### config.mk
export PLATFORM = sky130hd
export DESIGN_NAME = ysyx_23060025_rd_arbiter
export DESIGN_NICKNAME = d
export VERILOG_FILES = /design/src/rtl/ysyx_23060025_rd_arbiter_pkg.sv /design/src/rtl/ysyx_23060025_rd_arbiter_rr_picker.sv /design/src/rtl/ysyx_23060025_rd_arbiter.sv
export SDC_FILE = /design/constraint.sdc
export NUM_CORES = 1
export LEC_CHECK = 0
export CELL_PAD_IN_SITES_DETAIL_PLACEMENT = 0
export CELL_PAD_IN_SITES_GLOBAL_PLACEMENT = 1
export CORE_MARGIN = 2
export CORE_UTILIZATION = 13
export DETAILED_ROUTE_END_ITERATION = 10
export HOLD_SLACK_MARGIN = 0.03
export PLACE_DENSITY_LB_ADDON = 0.05
export SLEW_MARGIN = 5
export SYNTH_ARGS = -nofsm -noshare
export SYNTH_HDL_FRONTEND = slang
export SYNTH_SLANG_ARGS = --single-unit
### constraint.sdc
create_clock -name clock -period 1.9 [get_ports clock]
set_input_delay 0.38 -clock clock [delete_from_list [all_inputs] [get_ports clock]]
set_output_delay 0.38 -clock clock [all_outputs]
set_load 0.01 [all_outputs]
### src/rtl/ysyx_23060025_rd_arbiter_pkg.sv
// Shared constants for the read arbiter: FSM state encodings and the read-timeout limit.
package ysyx_23060025_rd_arbiter_pkg;

  localparam logic [1:0] ST_IDLE = 2'd0;
  localparam logic [1:0] ST_ADDR = 2'd1;
  localparam logic [1:0] ST_DATA = 2'd2;

  localparam logic [7:0] RD_ARB_TIMEOUT_LIMIT = 8'd255;

endpackage

### src/rtl/ysyx_23060025_rd_arbiter_rr_picker.sv
// Circular priority search: first requester set, scanning upward from ptr+1 and wrapping.
module ysyx_23060025_rr_picker #(
  parameter int NUM_M = 3,
  parameter int IDX_W = 2
) (
  input  logic [NUM_M-1:0] req_i,
  input  logic [IDX_W-1:0] ptr_i,
  output logic [IDX_W-1:0] grant_o,
  output logic             valid_o
);

  logic [IDX_W-1:0] cand [NUM_M];

  // cand[k] is the requester at circular distance k+1 from ptr, so the owner itself is tried last
  generate
    for (genvar gi = 0; gi < NUM_M; gi++) begin : g_cand
      assign cand[gi] = IDX_W'((int'(ptr_i) + gi + 1) % NUM_M);
    end
  endgenerate

  always_comb begin
    grant_o = '0;
    valid_o = 1'b0;
    for (int k = NUM_M - 1; k >= 0; k--) begin
      if (req_i[cand[k]]) begin
        grant_o = cand[k];
        valid_o = 1'b1;
      end
    end
  end

endmodule

### src/rtl/ysyx_23060025_rd_arbiter.sv
// Round-robin arbiter sharing one downstream AXI read channel among NUM_M requesters.
// Optional watchdog enabled by defining RD_ARB_TIMEOUT_EN.
module ysyx_23060025_rd_arbiter
  import ysyx_23060025_rd_arbiter_pkg::*;
#(
  parameter int NUM_M    = 3,
  parameter int ADDR_LEN = 32,
  parameter int DATA_LEN = 32
) (
  input  logic                      clock,
  input  logic                      reset,
  input  logic [NUM_M-1:0]          m_arvalid_i,
  input  logic [NUM_M*ADDR_LEN-1:0] m_araddr_i,
  input  logic [NUM_M*8-1:0]        m_arlen_i,
  input  logic [NUM_M*3-1:0]        m_arsize_i,
  output logic [NUM_M-1:0]          m_arready_o,
  output logic [DATA_LEN-1:0]       m_rdata_o,
  output logic [NUM_M-1:0]          m_rvalid_o,
  output logic [NUM_M-1:0]          m_rlast_o,
  input  logic [NUM_M-1:0]          m_rready_i,
  output logic                      s_arvalid_o,
  output logic [ADDR_LEN-1:0]       s_araddr_o,
  output logic [7:0]                s_arlen_o,
  output logic [2:0]                s_arsize_o,
  input  logic                      s_arready_i,
  input  logic [DATA_LEN-1:0]       s_rdata_i,
  input  logic                      s_rvalid_i,
  input  logic                      s_rlast_i,
  output logic                      s_rready_o,
  output logic                      err_timeout_o
);

  localparam int IDX_W = (NUM_M > 1) ? $clog2(NUM_M) : 1;

  logic [1:0]       state_q, state_d, fsm_next;
  logic [IDX_W-1:0] grant_q, grant_d;
  logic [IDX_W-1:0] ptr_q, ptr_d;
  logic [IDX_W-1:0] pick_grant;
  logic             pick_valid;
  logic             ar_fire;
  logic             r_beat;
  logic             timeout_hit;

  logic [ADDR_LEN-1:0] addr_arr [NUM_M];
  logic [7:0]          len_arr  [NUM_M];
  logic [2:0]          size_arr [NUM_M];

  generate
    for (genvar gi = 0; gi < NUM_M; gi++) begin : g_unpack
      assign addr_arr[gi] = m_araddr_i[gi*ADDR_LEN +: ADDR_LEN];
      assign len_arr[gi]  = m_arlen_i[gi*8 +: 8];
      assign size_arr[gi] = m_arsize_i[gi*3 +: 3];
    end
  endgenerate

  ysyx_23060025_rr_picker #(
    .NUM_M (NUM_M),
    .IDX_W (IDX_W)
  ) u_picker (
    .req_i   (m_arvalid_i),
    .ptr_i   (ptr_q),
    .grant_o (pick_grant),
    .valid_o (pick_valid)
  );

  assign ar_fire   = (state_q == ST_ADDR) && m_arvalid_i[grant_q] && s_arready_i;
  assign r_beat    = (state_q == ST_DATA) && s_rvalid_i && m_rready_i[grant_q];
  assign m_rdata_o = s_rdata_i;

  always_comb begin
    fsm_next    = state_q;
    grant_d     = grant_q;
    ptr_d       = ptr_q;
    m_arready_o = '0;
    m_rvalid_o  = '0;
    m_rlast_o   = '0;
    s_arvalid_o = 1'b0;
    s_rready_o  = 1'b0;
    s_araddr_o  = addr_arr[grant_q];
    s_arlen_o   = len_arr[grant_q];
    s_arsize_o  = size_arr[grant_q];
    case (state_q)
      ST_IDLE: begin
        if (pick_valid) begin
          grant_d  = pick_grant;
          fsm_next = ST_ADDR;
        end
      end
      ST_ADDR: begin
        // grant is held even if the requester drops valid; it simply stalls here
        s_arvalid_o          = m_arvalid_i[grant_q];
        m_arready_o[grant_q] = s_arready_i;
        if (ar_fire) fsm_next = ST_DATA;
      end
      ST_DATA: begin
        m_rvalid_o[grant_q] = s_rvalid_i;
        m_rlast_o[grant_q]  = s_rlast_i;
        s_rready_o          = m_rready_i[grant_q];
        if (r_beat && s_rlast_i) begin
          ptr_d    = grant_q;
          fsm_next = ST_IDLE;
        end
      end
      default: fsm_next = ST_IDLE;
    endcase
    state_d = timeout_hit ? ST_IDLE : fsm_next;
  end

  always_ff @(posedge clock) begin
    if (reset) begin
      state_q <= ST_IDLE;
      grant_q <= '0;
      ptr_q   <= IDX_W'(NUM_M - 1);
    end else begin
      state_q <= state_d;
      grant_q <= grant_d;
      ptr_q   <= ptr_d;
    end
  end

`ifdef RD_ARB_TIMEOUT_EN
  logic [7:0] cnt_q, cnt_d;
  logic       err_q, err_d;

  assign timeout_hit   = (state_q != ST_IDLE) && (cnt_q == RD_ARB_TIMEOUT_LIMIT);
  assign err_timeout_o = err_q;

  // restarts on every state change and every delivered beat, so only a true stall can expire
  always_comb begin
    cnt_d = cnt_q;
    err_d = err_q | timeout_hit;
    if ((state_d != state_q) || r_beat) begin
      cnt_d = '0;
    end else if (state_q != ST_IDLE) begin
      cnt_d = cnt_q + 8'd1;
    end
  end

  always_ff @(posedge clock) begin
    if (reset) begin
      cnt_q <= '0;
      err_q <= 1'b0;
    end else begin
      cnt_q <= cnt_d;
      err_q <= err_d;
    end
  end
`else
  assign timeout_hit   = 1'b0;
  assign err_timeout_o = 1'b0;
`endif

endmodule

==> results.yml, run 1 <==
clock_network:
  cts_root_buffer: "clkbuf_16"
  clk_latency_ps: 230
  holdBufCountCts: 0
  htreeDepth: 1
  cts.reportedPaths.clkPinSlew_ps: 40
  cts_made_buffers: 3
  clock_path_buffers: 2
  cts_tree: "yes"
  cts_sinks: 6
floorplanning:
  io_pins: 259
  die_x_um: 119
  initial_core_util_pct: 13.4
  core_sq_mm: 0.0127
  die_area_sq_mm: 0.0141
  die_h_um: 119
  row_count: 41
synth:
  synth-simple-area-share_pct: 22.5
  netlist_instances: 257
  ys_types: 29
  synth_top_family_by_area: "multiplexers"
  postSynthAreaPerCell_sq_um: 6.66
  synthAdderAreaFrac_pct: 2.93
  synth_top_area_share_pct: 28.7
  synth_commonest_cells: "52 x nand2_1, 49 x mux2i_1, 47 x o21ai_0"
  async_flop_share_pct: 0
  yosysSeqAreaShare_pct: 7.02
  synth_edf_count: 0
  synth-xor-area-share_pct: 0
  syn_nets: 433
  ys_seq_elements: 6
  yosys_warnings: 0
  synth_most_common_cell: "nand2_1"
  netlist_area_sq_mm: 0.00171
  synthTopCellsByArea: "mux2i_1 29%, buf_4 15%, o21ai_0 14%"
  synth_largest_area_cell: "mux2i_1"
  synth_compound_area_share_pct: 18.8
  muxShareOfSynthArea_pct: 28.7
  synth_ff_type: "dfxtp_1"
global_routing:
  track_usage_pct: 12.3
  grt_pass1_vias: 2492
  grt_pass1_wl_mm: 14.1
  antenna_found_initial: 0
  grt-ovfl-total: 0
  grt_max_degree: 29
detailed_routing:
  first_pass_iters: 4
  route.detailed.drc: 0
  first_iter_violations: 33
  drtAntennaViolNets: 0
  vias: 2431
  via_per_inst: 3.96
  wire_per_inst_um: 15.6
  drt-total-wl_mm: 9.58
layout:
  synthToLayoutAreaGrowth_pct: 126
  fin_cells: 614
  postLayoutCoreUtil_pct: 30.4
  antenna_cells: 0
  layout.nets: 619
  final_layout_size_suffix_gt1_share_pct: 24.0
timing:
  period_needed_ps: 1900
  setup_tns_ps: 0
  rsz0062_at_grt: "yes"
  setup_viol: 0
  maxSlewViolCount: 0
  max_freq_ghz: 0.527
  finalCritPeriodShare_pct: 99.9
  skew_ps: 6.29
  finalHoldViolCount: 0
pwr:
  ir_drop_mv: 0.254
  power_frac_seq_pct: 9.4
  p_clk_share_pct: 23.6
  intPower_mw: 0.995
  finalPower_mw: 1.50
  leakage_nw: 1.50
  pwr-share-comb_pct: 67.0
  power.share.switching_pct: 33.5
  p_switching_mw: 0.500
  p_per_area_mw_per_mm2: 387
placement:
  port_buffers: 193
  hpwlAfterDp_mm: 7.87
  place_inst: 601
  place_congestion: 0.753
status:
  status: "finished, final reports clean"
worst_setup_path:
  worst_ep_required_time_ps: 1520
  worstSetupStartpointType: "flip-flop"
  crit_slowest_cell: "dfxtp_4"
  arrival_ps: 1520
  worst-path-buf-inv: 5
  crit_chain: "buf_8 -> nor2b_4 -> buf_8 -> buf_12 -> buf_6 -> o2bb2ai_4 -> and2_4 -> buf_6"
  end_kind: "output pin"
  reg2reg_from: "grant_q[0]"
  rrSetupSlack_ps: 150
  reg2reg_to: "ptr_q[0]"
  reg2regPathDepth: 10
  path_delay_family: "buffers and inverters"
  crit_path_max_fanout: 5
  critPathKind: "flip-flop to output pin"
  cpPeakStageDelay_ps: 340
job:
  cap_viol_max_count: 0
hold_path:
  hold-path-endpoint: "ptr_q[1]"
  min_path_cells: 2
  hold_path_class: "flip-flop to flip-flop"
  min_from: "ptr_q[1]"
what timing repair did:
item,4_1_cts,5_1_grt
resized for setup,78,145
buffers inserted,3,6
endpoints found under the setup margin,54,48
pin swaps,0,1
cell usage in the layout (no fill, tap or decap), types with 2 or more instances in the layout:
cell,Yosys,routed
buf_6,0,5
clkdlybuf4s50_1,0,139
nand2_1,52,50
o21ai_1,0,7
nor2b_1,8,7
dfxtp_1,6,4
o2111ai_1,2,2
nand2b_1,2,2
o21ai_0,47,38
o21ai_2,0,2
buf_12,0,6
nor4_1,2,2
a21oi_1,4,3
clkbuf_2,0,37
clkbuf_16,0,3
nand2_2,0,2
buf_8,0,3
nor2_1,9,9
nor3_1,2,2
buf_4,35,26
ha_1,4,3
nor3b_2,0,2
dlygate4sd2_1,0,6
buf_2,5,9
mux2i_1,49,47
inv_1,3,3
metal layers:
metal	GRT usage (%)	part of all wire, %
met1	12.7	35
met5	0	0
met4	1.34	0.44
met2	25.1	56
met3	3.28	8.5
power by group through the flow:
stage          clock network (mW)  registers (mW)  logic (mW)
2_1_floorplan                   0           0.141       0.411
3_3_place_gp                    0           0.148        1.07
3_5_place_dp                    0           0.149        1.07
4_1_cts                     0.363           0.146       0.996
5_1_grt                     0.370           0.142        1.09
6_report                    0.353           0.141        1.00
worst max-delay path by stage:
| stage | cells after the start | from | slack [ps] | endpoint |
|---|---|---|---|---|
| 2_1_floorplan | 8 | ptr_q[0] | 300 | grant_q[1] |
| 3_3_place_gp | 6 | m_arvalid_i[0] | -400 | s_arvalid_o |
| 3_5_place_dp | 6 | m_arvalid_i[1] | -390 | s_arvalid_o |
| 4_1_cts | 5 | grant_q[0] | -130 | s_rready_o |
| 5_1_grt | 7 | grant_q[0] | -90 | s_arvalid_o |
| 6_report | 8 | grant_q[0] | 2 | s_rready_o |
state kept, by name, indices dropped and copies added, names as in the netlist:
register,flops
ptr_q,2
grant_q,2
state_q,2
worst register-to-register path: stages, from the launching register on:
cell,delay (ps)
dfxtp_4,340
buf_8,120
nor2b_4,150
buf_8,120
buf_12,110
buf_6,100
o2bb2ai_4,100
buf_4,110
and4_4,240
mux2i_1,180
nor2_1,50
logic make-up after synthesis:
kind of cell	after synthesis
AND/OR/NAND/NOR	84
AO/OA/AOI/OAI	59
buffers and inverters	54
multiplexers	49
flip-flops	6
adder cells (fa/ha/maj)	4
other	1
per-stage QoR:
stage	area, sq um	worst slack, ps	hold WS (ps)
4_1_cts	3890	-134	579
3_5_place_dp	3800	-385	557
2_1_floorplan	1710	299	449
6_report	3860	2.29	589
3_3_place_gp	3800	-397	565
5_1_grt	3860	-92.4	635
final cells by class:
| class | count | area [sq um] |
|---|---|---|
| multi-input combinational | 197 | 1330 |
| tap | 172 | 215 |
| clock buffer | 4 | 78.8 |
| timing repair buffer | 232 | 2100 |
| inverter | 3 | 11.3 |
| sequential | 6 | 125 |
| fill | 1426 | 8860 |
(Power assumes the default switching activity.)
==> inputs of run 2 (changes only) <==
--- a/config.mk
+++ b/config.mk
@@ -12,6 +12,7 @@
 export DETAILED_ROUTE_END_ITERATION = 10
 export HOLD_SLACK_MARGIN = 0.03
 export PLACE_DENSITY_LB_ADDON = 0.05
+export RECOVER_POWER = 50
 export SLEW_MARGIN = 5
 export SYNTH_ARGS = -nofsm -noshare
 export SYNTH_HDL_FRONTEND = slang
==> constraint.sdc (replaced) <==
create_clock -name clock -period 1.75 [get_ports clock]
set_input_delay 0.35 -clock clock [delete_from_list [all_inputs] [get_ports clock]]
set_output_delay 0.35 -clock clock [all_outputs]
set_load 0.01 [all_outputs]
==> run 2 against run 1 <==
The run now ends with setup timing left; die area unchanged; wire length increased by 5.4%; sequential power increased by 11%; clock skew decreased by 5.0 ps; largest power group unchanged.
==> results.yml, run 2 (synthesized netlist as in run 1, its figures left out) <==
floorplanning:
  die_h_um: 119
  io_pins: 259
  die_x_um: 119
  core_sq_mm: 0.0127
  row_count: 41
  initial_core_util_pct: 13.4
  die_area_sq_mm: 0.0141
worst_setup_path:
  reg2reg_to: "ptr_q[0]"
  reg2reg_from: "grant_q[0]"
  arrival_ps: 1450
  worstSetupStartpointType: "flip-flop"
  crit_path_max_fanout: 6
  critPathKind: "flip-flop to output pin"
  worst_ep_required_time_ps: 1400
  end_kind: "output pin"
  rrSetupSlack_ps: 30
  reg2regPathDepth: 9
timing:
  max_freq_ghz: 0.555
  hold_slack_ps: 588
  finalCritPeriodShare_pct: 103
  finalHoldViolCount: 0
  finalWorstSetupSlack_ps: -52.4
  period_needed_ps: 1800
  maxSlewViolCount: 0
  rsz0062_at_grt: "yes"
  skew_ps: 1.32
  setup_viol: 11
global_routing:
  grt_max_degree: 29
  grt_pass1_wl_mm: 14.5
  track_usage_pct: 12.9
  grt_pass1_vias: 2467
  antenna_found_initial: 0
  grt-ovfl-total: 0
layout:
  layout_common_cells: "136 x clkdlybuf4s50_1, 44 x buf_2, 43 x mux2i_1"
  final_layout_size_suffix_gt1_share_pct: 34.0
  postLayoutCoreUtil_pct: 33.5
  antenna_cells: 0
  synthToLayoutAreaGrowth_pct: 149
  reg_top3: "grant_q (2), ptr_q (2), state_q (2)"
  layout.nets: 636
  layout_commonest_cell: "clkdlybuf4s50_1"
  fin_cells: 631
  fillers: 1402
placement:
  place_congestion: 0.731
  port_buffers: 193
  hpwlAfterDp_mm: 7.88
  place_inst: 600
  place_ws_ps: -450
job:
  cap_viol_max_count: 0
clock_network:
  clock_path_buffers: 2
  cts.reportedPaths.clkPinSlew_ps: 30
  htreeDepth: 1
  holdBufCountCts: 0
  clk_latency_ps: 220
  cts_root_buffer: "clkbuf_16"
  cts_tree: "yes"
  cts_made_buffers: 3
  cts_sinks: 6
detailed_routing:
  wire_per_inst_um: 16.0
  vias: 2531
  drt-total-wl_mm: 10.1
  first_iter_violations: 48
  drtAntennaViolNets: 0
  first_pass_iters: 3
  via_per_inst: 4.01
  route.detailed.drc: 0
hold_path:
  min_from: "ptr_q[1]"
  hold-path-endpoint: "ptr_q[1]"
  hold_path_class: "flip-flop to flip-flop"
  min_path_cells: 2
status:
  status: "complete, but fails checks"
  violations: "setup timing"
pwr:
  p_per_area_mw_per_mm2: 417
  ir_drop_mv: 0.300
  leakage_nw: 1.70
[run 2: cell count changes in the layout (fill, tap and decap cells not counted), moves of 7 or more]
cell,delta
clkbuf_2,-33
o21ai_2,+7
buf_2,+35
o21ai_0,-18
nand2_2,+10
nand2_1,-16
o21ai_1,+11
[run 2: repair_timing]
action,CTS,global route
pin swaps,2,21
resized for setup,235,107
setup endpoints to repair,56,56
cloned,3,1
buffers inserted,11,17
[run 2: routing by layer]
layer  track usage (%)  up-vias  wire, um
met5                 0        -         0
met4             0.372        0        19
met3              3.38        4       821
met2              27.3      123      5800
met1              12.8     1141      3450
li1                  -     1263         -
[run 2: per-stage QoR]
stage | TNS, ps | area (sq um) | power (mW)
floorplan | 0 | 1710 | 0.599
global placement | -11580 | 3810 | 1.32
detailed placement | -11790 | 3810 | 1.32
CTS | -517 | 3950 | 1.69
global route | -2210 | 4260 | 1.89
finish | -272 | 4260 | 1.78
[run 2: area by class of cell]
type	instances	area, sq um	share of cell area (%)
inverters	3	11.3	0.264
well taps	172	215	5.05
multi-input cells	197	1470	34.6
flip-flops and latches	6	130	3.06
repair buffers	249	2350	55.2
clock buffers	4	78.8	1.85
[run 2: worst max-delay path, cell delays in order (launching register included)]
cell and delay (ps):
dfxtp_4 410, buf_6 150, buf_12 120, buf_4 110
mux2i_2 220, o21ai_2 70, buf_2 150
[run 2: worst max path at each step]
stage | depth (start not counted) | from | endpoint | slack [ps]
after floorplan | 8 | ptr_q[0] | grant_q[1] | 150
after global placement | 6 | m_arvalid_i[0] | s_arvalid_o | -480
after detailed placement | 6 | m_arvalid_i[0] | s_arvalid_o | -450
after CTS | 7 | grant_q[0] | s_araddr_o[10] | -120
after global routing | 7 | grant_q[0] | s_arvalid_o | -120
final | 6 | grant_q[0] | s_araddr_o[5] | -50
[run 2: power by group]
| group | internal, mW | total [mW] | switching, mW |
|---|---|---|---|
| Combinational | 0.738 | 1.24 | 0.506 |
| Clock | 0.302 | 0.374 | 0.0721 |
| Sequential | 0.146 | 0.157 | 0.0114 |
| Total | 1.19 | 1.78 | 0.590 |
